$ cat config.mk
export PLATFORM = sky130hd
export DESIGN_NAME = nor_bus_pg
export DESIGN_NICKNAME = d
export VERILOG_FILES = /design/src/rtl/nor_bus_pg.sv
export SDC_FILE = /design/constraint.sdc
export NUM_CORES = 1
export LEC_CHECK = 0
export CORE_MARGIN = 5
export CORE_UTILIZATION = 43
export DETAILED_ROUTE_END_ITERATION = 10
export HOLD_SLACK_MARGIN = 0.03
export PLACE_DENSITY = 0.7
export RECOVER_POWER = 100
export SLEW_MARGIN = 20
export SYNTH_ARGS = -nofsm -noshare
export SYNTH_HDL_FRONTEND = slang
export SYNTH_SLANG_ARGS = --single-unit
$ cat constraint.sdc
create_clock -name wb_clk_i -period 6.6 [get_ports wb_clk_i]
set_input_delay 0.66 -clock wb_clk_i [delete_from_list [all_inputs] [get_ports wb_clk_i]]
set_output_delay 0.66 -clock wb_clk_i [all_outputs]
set_load 0.05 [all_outputs]
$ cat src/rtl/nor_bus_pg.sv
// NOR flash bus controller: pipelined Wishbone slave to a parallel NOR device.
// A single request slot buffers one access. Reads in the same page keep CE#/OE#
// low and use the shorter page wait. Writes wait for RY/BY# and give up with
// wb_err_o after RY_TIMEOUT.
module nor_bus_pg #(
   parameter int unsigned ADDRBITS    = 26,
   parameter int unsigned DATABITS    = 16,
   parameter int unsigned PAGEBITS    = 3,
   parameter int unsigned COUNTERBITS = 8,
   parameter int unsigned READ_WAIT   = 40,
   parameter int unsigned PAGE_WAIT   = 6,
   parameter int unsigned WRITE_WAIT  = 8,
   parameter int unsigned END_WAIT    = 1,
   parameter int unsigned RY_TIMEOUT  = 255
) (
   input  logic                wb_clk_i,
   input  logic                wb_rst_ni,
   input  logic [ADDRBITS-1:0] wb_adr_i,
   input  logic [DATABITS-1:0] wb_dat_i,
   input  logic                wb_we_i,
   input  logic                wb_stb_i,
   input  logic                wb_cyc_i,
   output logic                wb_ack_o,
   output logic                wb_err_o,
   output logic [DATABITS-1:0] wb_dat_o,
   output logic                wb_stall_o,
   input  logic                nor_ry_i,
   input  logic [DATABITS-1:0] nor_data_i,
   output logic [DATABITS-1:0] nor_data_o,
   output logic [ADDRBITS-1:0] nor_addr_o,
   output logic                nor_ce_o,
   output logic                nor_we_o,
   output logic                nor_oe_o,
   output logic                nor_data_oe
);

   typedef enum logic [2:0] {
      StIdle,
      StRead,
      StReadPg,
      StRyWait,
      StWrite,
      StEnd
   } state_e;

   localparam logic [COUNTERBITS-1:0] ReadWaitC  = COUNTERBITS'(READ_WAIT);
   localparam logic [COUNTERBITS-1:0] PageWaitC  = COUNTERBITS'(PAGE_WAIT);
   localparam logic [COUNTERBITS-1:0] WriteWaitC = COUNTERBITS'(WRITE_WAIT);
   localparam logic [COUNTERBITS-1:0] EndWaitC   = COUNTERBITS'(END_WAIT);
   localparam logic [COUNTERBITS-1:0] RyTimeoutC = COUNTERBITS'(RY_TIMEOUT);

   state_e                 state_q;
   logic [COUNTERBITS-1:0] cnt_q;

   // Request slot
   logic                   slot_valid_q;
   logic                   slot_we_q;
   logic [DATABITS-1:0]    slot_dat_q;
   logic [ADDRBITS-1:0]    slot_adr_q;

   // Registered outputs
   logic                   ack_q;
   logic                   err_q;
   logic [DATABITS-1:0]    rdat_q;
   logic [DATABITS-1:0]    nor_data_q;
   logic [ADDRBITS-1:0]    nor_addr_q;
   logic                   ce_q;
   logic                   we_q;
   logic                   oe_q;
   logic                   data_oe_q;

   logic slot_load;
   logic abort;
   logic page_hit;
   logic read_done;

   // Slot acceptance, abort detection and page-hit decode
   always_comb begin
      slot_load = wb_cyc_i & wb_stb_i & ~slot_valid_q;
      // END is excluded so a bus that stays idle with cyc low still returns to IDLE
      abort     = ~wb_cyc_i & (state_q != StIdle) & (state_q != StEnd);
      page_hit  = slot_valid_q & ~slot_we_q &
                  (slot_adr_q[ADDRBITS-1:PAGEBITS] == nor_addr_q[ADDRBITS-1:PAGEBITS]);
      read_done = ((state_q == StRead)   && (cnt_q == ReadWaitC)) ||
                  ((state_q == StReadPg) && (cnt_q == PageWaitC));
   end

   // Controller state machine, request slot and all registered outputs
   always_ff @(posedge wb_clk_i or negedge wb_rst_ni) begin
      if (!wb_rst_ni) begin
         state_q      <= StIdle;
         cnt_q        <= '0;
         slot_valid_q <= 1'b0;
         slot_we_q    <= 1'b0;
         slot_dat_q   <= '0;
         slot_adr_q   <= '0;
         ack_q        <= 1'b0;
         err_q        <= 1'b0;
         rdat_q       <= '0;
         nor_data_q   <= '0;
         nor_addr_q   <= '0;
         ce_q         <= 1'b1;
         we_q         <= 1'b1;
         oe_q         <= 1'b1;
         data_oe_q    <= 1'b0;
      end else begin
         ack_q <= 1'b0;
         err_q <= 1'b0;
         cnt_q <= cnt_q + 1'b1;

         if (slot_load) begin
            slot_valid_q <= 1'b1;
            slot_we_q    <= wb_we_i;
            slot_dat_q   <= wb_dat_i;
            slot_adr_q   <= wb_adr_i;
         end

         if (abort) begin
            slot_valid_q <= 1'b0;
            state_q      <= StEnd;
            cnt_q        <= '0;
            ce_q         <= 1'b1;
            we_q         <= 1'b1;
            oe_q         <= 1'b1;
            data_oe_q    <= 1'b0;
         end else begin
            unique case (state_q)
               StIdle: begin
                  if (slot_valid_q) begin
                     slot_valid_q <= 1'b0;
                     cnt_q        <= '0;
                     nor_addr_q   <= slot_adr_q;
                     nor_data_q   <= slot_dat_q;
                     if (!slot_we_q) begin
                        ce_q    <= 1'b0;
                        oe_q    <= 1'b0;
                        state_q <= StRead;
                     end else if (nor_ry_i) begin
                        ce_q      <= 1'b0;
                        we_q      <= 1'b0;
                        data_oe_q <= 1'b1;
                        state_q   <= StWrite;
                     end else begin
                        state_q <= StRyWait;
                     end
                  end
               end

               StRyWait: begin
                  if (nor_ry_i) begin
                     ce_q      <= 1'b0;
                     we_q      <= 1'b0;
                     data_oe_q <= 1'b1;
                     cnt_q     <= '0;
                     state_q   <= StWrite;
                  end else if (cnt_q == RyTimeoutC) begin
                     err_q   <= 1'b1;
                     cnt_q   <= '0;
                     state_q <= StEnd;
                  end
               end

               StWrite: begin
                  if (cnt_q == WriteWaitC) begin
                     ack_q     <= 1'b1;
                     ce_q      <= 1'b1;
                     we_q      <= 1'b1;
                     data_oe_q <= 1'b0;
                     cnt_q     <= '0;
                     state_q   <= StEnd;
                  end
               end

               StRead, StReadPg: begin
                  if (read_done) begin
                     rdat_q <= nor_data_i;
                     ack_q  <= 1'b1;
                     cnt_q  <= '0;
                     if (page_hit) begin
                        // Same page: keep CE#/OE# low, only the address moves
                        slot_valid_q <= 1'b0;
                        nor_addr_q   <= slot_adr_q;
                        state_q      <= StReadPg;
                     end else begin
                        ce_q    <= 1'b1;
                        oe_q    <= 1'b1;
                        state_q <= StEnd;
                     end
                  end
               end

               StEnd: begin
                  ce_q      <= 1'b1;
                  we_q      <= 1'b1;
                  oe_q      <= 1'b1;
                  data_oe_q <= 1'b0;
                  if (cnt_q == EndWaitC) begin
                     state_q <= StIdle;
                  end
               end

               default: begin
                  state_q <= StIdle;
               end
            endcase
         end
      end
   end

   assign wb_ack_o    = ack_q;
   assign wb_err_o    = err_q;
   assign wb_dat_o    = rdat_q;
   assign wb_stall_o  = slot_valid_q;
   assign nor_data_o  = nor_data_q;
   assign nor_addr_o  = nor_addr_q;
   assign nor_ce_o    = ce_q;
   assign nor_we_o    = we_q;
   assign nor_oe_o    = oe_q;
   assign nor_data_oe = data_oe_q;

endmodule

# --- Word level (Yosys, flattened, before mapping) ---
# Index checks and enable logic that the tools add are counted.
op_classes:
  add_sub_neg: 1
  eq_ne: 23
  mux: 59
  bitwise_logic: 10
  reduce_logical: 17
ops:
  columns: ["operator", "count"]
  rows:
  - ["26-bit 2-to-1 mux", 3]
  - ["26-bit one-hot mux with 2 select lines", 1]
  - ["8-bit 2-to-1 mux", 6]
  - ["8-bit one-hot mux with 4 select lines", 1]
  - ["1-bit 2-to-1 mux", 31]
  - ["3-bit 2-to-1 mux", 10]
  - ["3-bit != test, second input constant", 8]
  - ["23-bit == test", 1]
  - ["5-bit AND reduction", 4]
  - ["3-bit one-hot mux with 5 select lines", 1]
  - ["8-bit by 1-bit adder with 8-bit output, second input constant", 1]
  - ["8-bit by 1-bit == test with 1-bit output, second input constant", 1]
  - ["8-bit by 3-bit == test with 1-bit output, second input constant", 1]
  - ["8-bit by 4-bit == test with 1-bit output, second input constant", 1]
  - ["8-bit by 6-bit == test with 1-bit output, second input constant", 1]
  - ["8-bit == test, second input constant", 1]
  - ["1-bit one-hot mux with 4 select lines", 2]
  - ["1-bit bitwise AND", 6]
  - ["3-bit by 2-bit == test with 1-bit output, second input constant", 2]
  - ["3-bit == test, second input constant", 2]
  - ["2-bit != test, second input constant", 3]
  - ["3-bit AND reduction", 2]
  - ["6-bit nonzero test", 1]
  - ["1-bit one-hot mux with 5 select lines", 1]
  - ["other kinds (14)", 19]
totals:
  ff_bits: 119
  input_bits: 64
  out_inout_bits: 65
  elab_cells: 125

# --- Depth between registers and ports, before layout ---
depth:
  ltp_word: 7
  mapped_depth: 9
  depth_no_buf: 8

# --- Least setup slack after synthesis ---
# Ideal clock, no wire load.
synth_timing:
  path_type: "register -> register"
  from: "reg nor_addr_q[18], in the netlist nor_addr_o[18]"
  to: "reg nor_addr_q[10], in the netlist nor_addr_o[10]"
  setup_ps: 125
  t_arrival_ps: 2234
  t_required_ps: 6475
  slack_ps: 4241
  path_stages_with_launch: 8
  path_buffers: 1
  cell_sequence: "dfrtp_1 xor2_1 nor4_1 and4_1 a21o_1 a21boi_4 buf_12 mux2_4"
synth_via:
  elab_chain_cells: 4
synth_lines:
  columns: ["element", "line", "rtl"]
  rows:
  - ["from (decl)", "66", "logic [ADDRBITS-1:0] nor_addr_q;"]
  - ["from (signal assigned)", "132", "nor_addr_q <= slot_adr_q;"]
  - ["from (signal assigned)", "182", "nor_addr_q <= slot_adr_q;"]
  - ["23-bit == test", "83", "(slot_adr_q[ADDRBITS-1:PAGEBITS] == nor_addr_q[ADDRBITS-1:PAGEBITS]);"]
  - ["1-bit bitwise AND", "82", "page_hit = slot_valid_q & ~slot_we_q &"]
  - ["2-bit != test (no source line)", null, null]
  - ["5-bit AND reduction (no source line)", null, null]
# No other way between the ends.
# A chain may end at the register's enable or synchronous reset.

# --- Final worst setup path ---
layout_timing:
  from: "reg cnt_q[0]"
  to: "reg nor_addr_q[20], in the netlist nor_addr_o[20]"
layout_via:
  elab_chain_cells: 5
  elab_cells_between_ends: 7
  classes_between: "3 x eq/ne; 4 x reduce/logical"
layout_lines:
  columns: ["element", "line", "rtl"]
  rows:
  - ["from (decl)", "53", "logic [COUNTERBITS-1:0] cnt_q;"]
  - ["from (signal assigned)", "109", "cnt_q <= cnt_q + 1'b1;"]
  - ["8-bit by 6-bit == test with 1-bit output or 8-bit by 3-bit == test with 1-bit output (tied branches)", "84, 85", null]
  - ["1-bit logical AND, on equally long branches", "84, 85", null]
  - ["1-bit logical OR *", "84", "read_done = ((state_q == StRead) && (cnt_q == ReadWaitC)) ||"]
  - ["2-bit != test (no source line) *", null, null]
  - ["5-bit AND reduction (no source line) *", null, null]
# Mark *: on every way between the ends. The rest lies on a longest branch, timed or not.

==> impl_metrics.yaml <==
run_status:
  status: "finished, violations left"
  violations: "capacitance limit, slew limit"
global_route:
  grt.met2_usage_pct: 28.8
  antenna_found_initial: 0
  grt_pass1_vias: 3888
  grt_pass1_wl_um: 20100
  grt_max_degree: 79
  track_usage_pct: 17.6
  grt_use_met1_pct: 21.1
  grt_overflow: 0
  grtUsageMet3_pct: 6.64
  grt-busiest-layer: "met2"
detailed_routing:
  ant_nets: 0
  drt_wl_total_um: 12100
  vias: 3539
  remaining_drc_errors: 0
  viasPerCell: 5.01
  avgRoutedWirePerCell_um: 17.2
  dr.pass1.iters: 4
  drt_iter0_markers: 146
yosys:
  synth-edff-count: 0
  synth_async_sr_flop_share_pct: 100
  mappedNetlistArea_um2: 5360
  ys_types: 48
  synthCells: 394
  avgSynthCellArea_um2: 13.6
  synth_seq_cells: 119
  synth.net_count: 462
  yosys_warnings: 0
  yosysSeqAreaShare_pct: 55.6
  synth_ff_type: "dfrtp_1"
worst_hold_path:
  hold_path_class: "reg2reg"
  hp-start: "nor_we_o"
sta:
  setup_viol: 0
  min_period_ps: 3800
  worst_pin_slew_ps: 2440
  tns_ps: 0
  drv_slew: 166
  clock_skew_ps: 5.33
  slew_headroom_pct: -62.6
  period_share_pct: 57.6
  hold_viol_final: 0
  grt_setup_unrepaired: "false"
  fmax_ghz: 0.263
cts:
  cts_tree: "done"
  path_clk_slew_ps: 50
  clock_sinks: 119
  cts_setup_buffers: 0
  cts_root_buffer: "clkbuf_16"
  cts_buffers: 17
  clock_path_buffers: 2
  clk-insertion-delay-late_ps: 410
  cts-htree-levels: 4
  cts_hold_buf: 0
  cts_resized: 0
cells_and_area:
  layout_commonest_cell: "dfrtp_1"
  area_growth_syn_to_layout_pct: 35.2
  fin_area_um2: 7250
  num_antenna_cells: 0
  final_cell_mix: "dfrtp_1 (116), mux2_2 (81), dlygate4sd3_1 (66), clkdlybuf4s50_1 (61), xor2_1 (22)"
  fillers: 1027
  final_nets: 596
  drive_above_1_share_pct: 21.5
critical_path:
  cp_max_fo: 26
  end_kind: "flip-flop"
  start_kind: "flip-flop"
  arrival_ps: 4090
  required_ps: 6880
  reg2reg_from: "cnt_q[0]"
  crit_start: "cnt_q[0]"
  path_class: "reg2reg"
placed_design:
  place.detailed.hpwl_um: 8550
  place_area_um2: 6770
  port_buffers: 128
  place_congestion: 0.835
pwr:
  p_leak_nw: 3.44
  p_per_area_nw_per_um2: 262
  power_w: 0.00190
  peakVddDrop_v: 0.000157
die:
  die_area_um2: 14800
  die_h_um: 122
  dieWidth_um: 122
  fp.coreArea_um2: 12100
  pin_count: 129
  start_util_pct: 44.3
  core.rowCount: 40
run:
  cap_violations: 3
registers in the layout, indices dropped and copies added (netlist names):
| signal | cells |
|---|---|
| nor_data_oe | 1 |
| state_q | 3 |
| nor_we_o | 1 |
| wb_ack_o | 1 |
| nor_oe_o | 1 |
| wb_err_o | 1 |
| nor_addr_o | 26 |
| slot_adr_q | 26 |
| slot_dat_q | 16 |
| cnt_q | 8 |
| wb_stall_o | 1 |
| nor_ce_o | 1 |
| nor_data_o | 16 |
| slot_we_q | 1 |
| wb_dat_o | 16 |
synthesized netlist by cell type (3+ instances only):
| cell type | count | area share, % |
|---|---|---|
| a21oi_1 | 5 | 0.47 |
| dfstp_2 | 3 | 1.5 |
| nor2_1 | 14 | 0.98 |
| and3_1 | 4 | 0.47 |
| nand4_1 | 6 | 0.70 |
| clkbuf_1 | 7 | 0.49 |
| nor4_1 | 10 | 1.2 |
| nand3_1 | 8 | 0.75 |
| buf_2 | 4 | 0.37 |
| mux2_2 | 81 | 17 |
| inv_1 | 7 | 0.49 |
| xor2_1 | 22 | 3.6 |
| and2_1 | 3 | 0.35 |
| o21a_1 | 3 | 0.42 |
| xnor2_1 | 10 | 1.6 |
| nor3_1 | 3 | 0.28 |
| nor2b_1 | 3 | 0.35 |
| a21o_1 | 3 | 0.42 |
| nand2_1 | 15 | 1.0 |
| ha_1 | 4 | 0.93 |
| o21ai_0 | 9 | 0.84 |
| mux2_4 | 20 | 5.6 |
| dfrtp_1 | 116 | 54 |
where the power goes:
part	internal, W	switching, W	leakage (nW)	total [W]
Sequential	0.000782	0.0000370	1.54	0.000819
Clock	0.000635	0.000308	0.293	0.000943
Combinational	0.0000866	0.0000529	1.61	0.000140
final timing paths:
| path | endpoint | slack (ps) | cells after the start |
|---|---|---|---|
| min | nor_we_o | 460 | 2 |
| min in group asynchronous | nor_addr_o[13] | 880 | 1 |
| max reg2reg | nor_addr_o[20] | 2800 | 9 |
| max | nor_addr_o[20] | 2800 | 9 |
| min reg2reg | nor_we_o | 460 | 2 |
| max in group asynchronous | wb_dat_o[6] | 2930 | 2 |
per-stage QoR:
step | instances | hold slack (ps) | utilization [%] | setup slack (ps)
2_1_floorplan | 394 | 364 | - | 4240
3_3_place_gp | 677 | 448 | 55.9 | 3670
3_5_place_dp | 677 | 457 | 55.9 | 3610
4_1_cts | 707 | 227 | 60.8 | 3650
5_1_grt | 707 | 507 | 59.9 | 2070
6_report | 707 | 461 | 59.9 | 2800
cell families after synthesis:
kind of cell	after synthesis	share of synthesized area, %
flip-flops	119	55.6
AO/OA/AOI/OAI	36	4.97
AND/OR/NAND/NOR	79	8.14
adder cells (fa/ha/maj)	4	0.933
XOR/XNOR	32	5.23
buffers and inverters	23	2.52
multiplexers	101	22.6
layout make-up:
cell class | count | area [µm²] | share of cell area, %
inverter | 7 | 26.3 | 0.362
timing repair buffer | 131 | 1290 | 17.8
clock inverter | 9 | 151 | 2.09
clock buffer | 21 | 450 | 6.21
multi-input combinational | 252 | 2140 | 29.5
sequential | 119 | 2980 | 41.1
tap | 168 | 210 | 2.90
worst max-delay path: stages (launching register included):
cell      delay (ps)
dfrtp_1          460
inv_1            110
ha_1             140
and2_0           170
nand3_1           90
a21boi_0         770
nand2_1          750
a21boi_0         390
buf_4            410
mux2_1           380
layer usage:
metal	share of wire (%)	vias to the layer above
li1	-	1680
met1	41	1779
met2	52	69
met3	5.3	11
met4	1.6	0
met5	0	-
No activity file was read; power rests on OpenSTA's default activity.
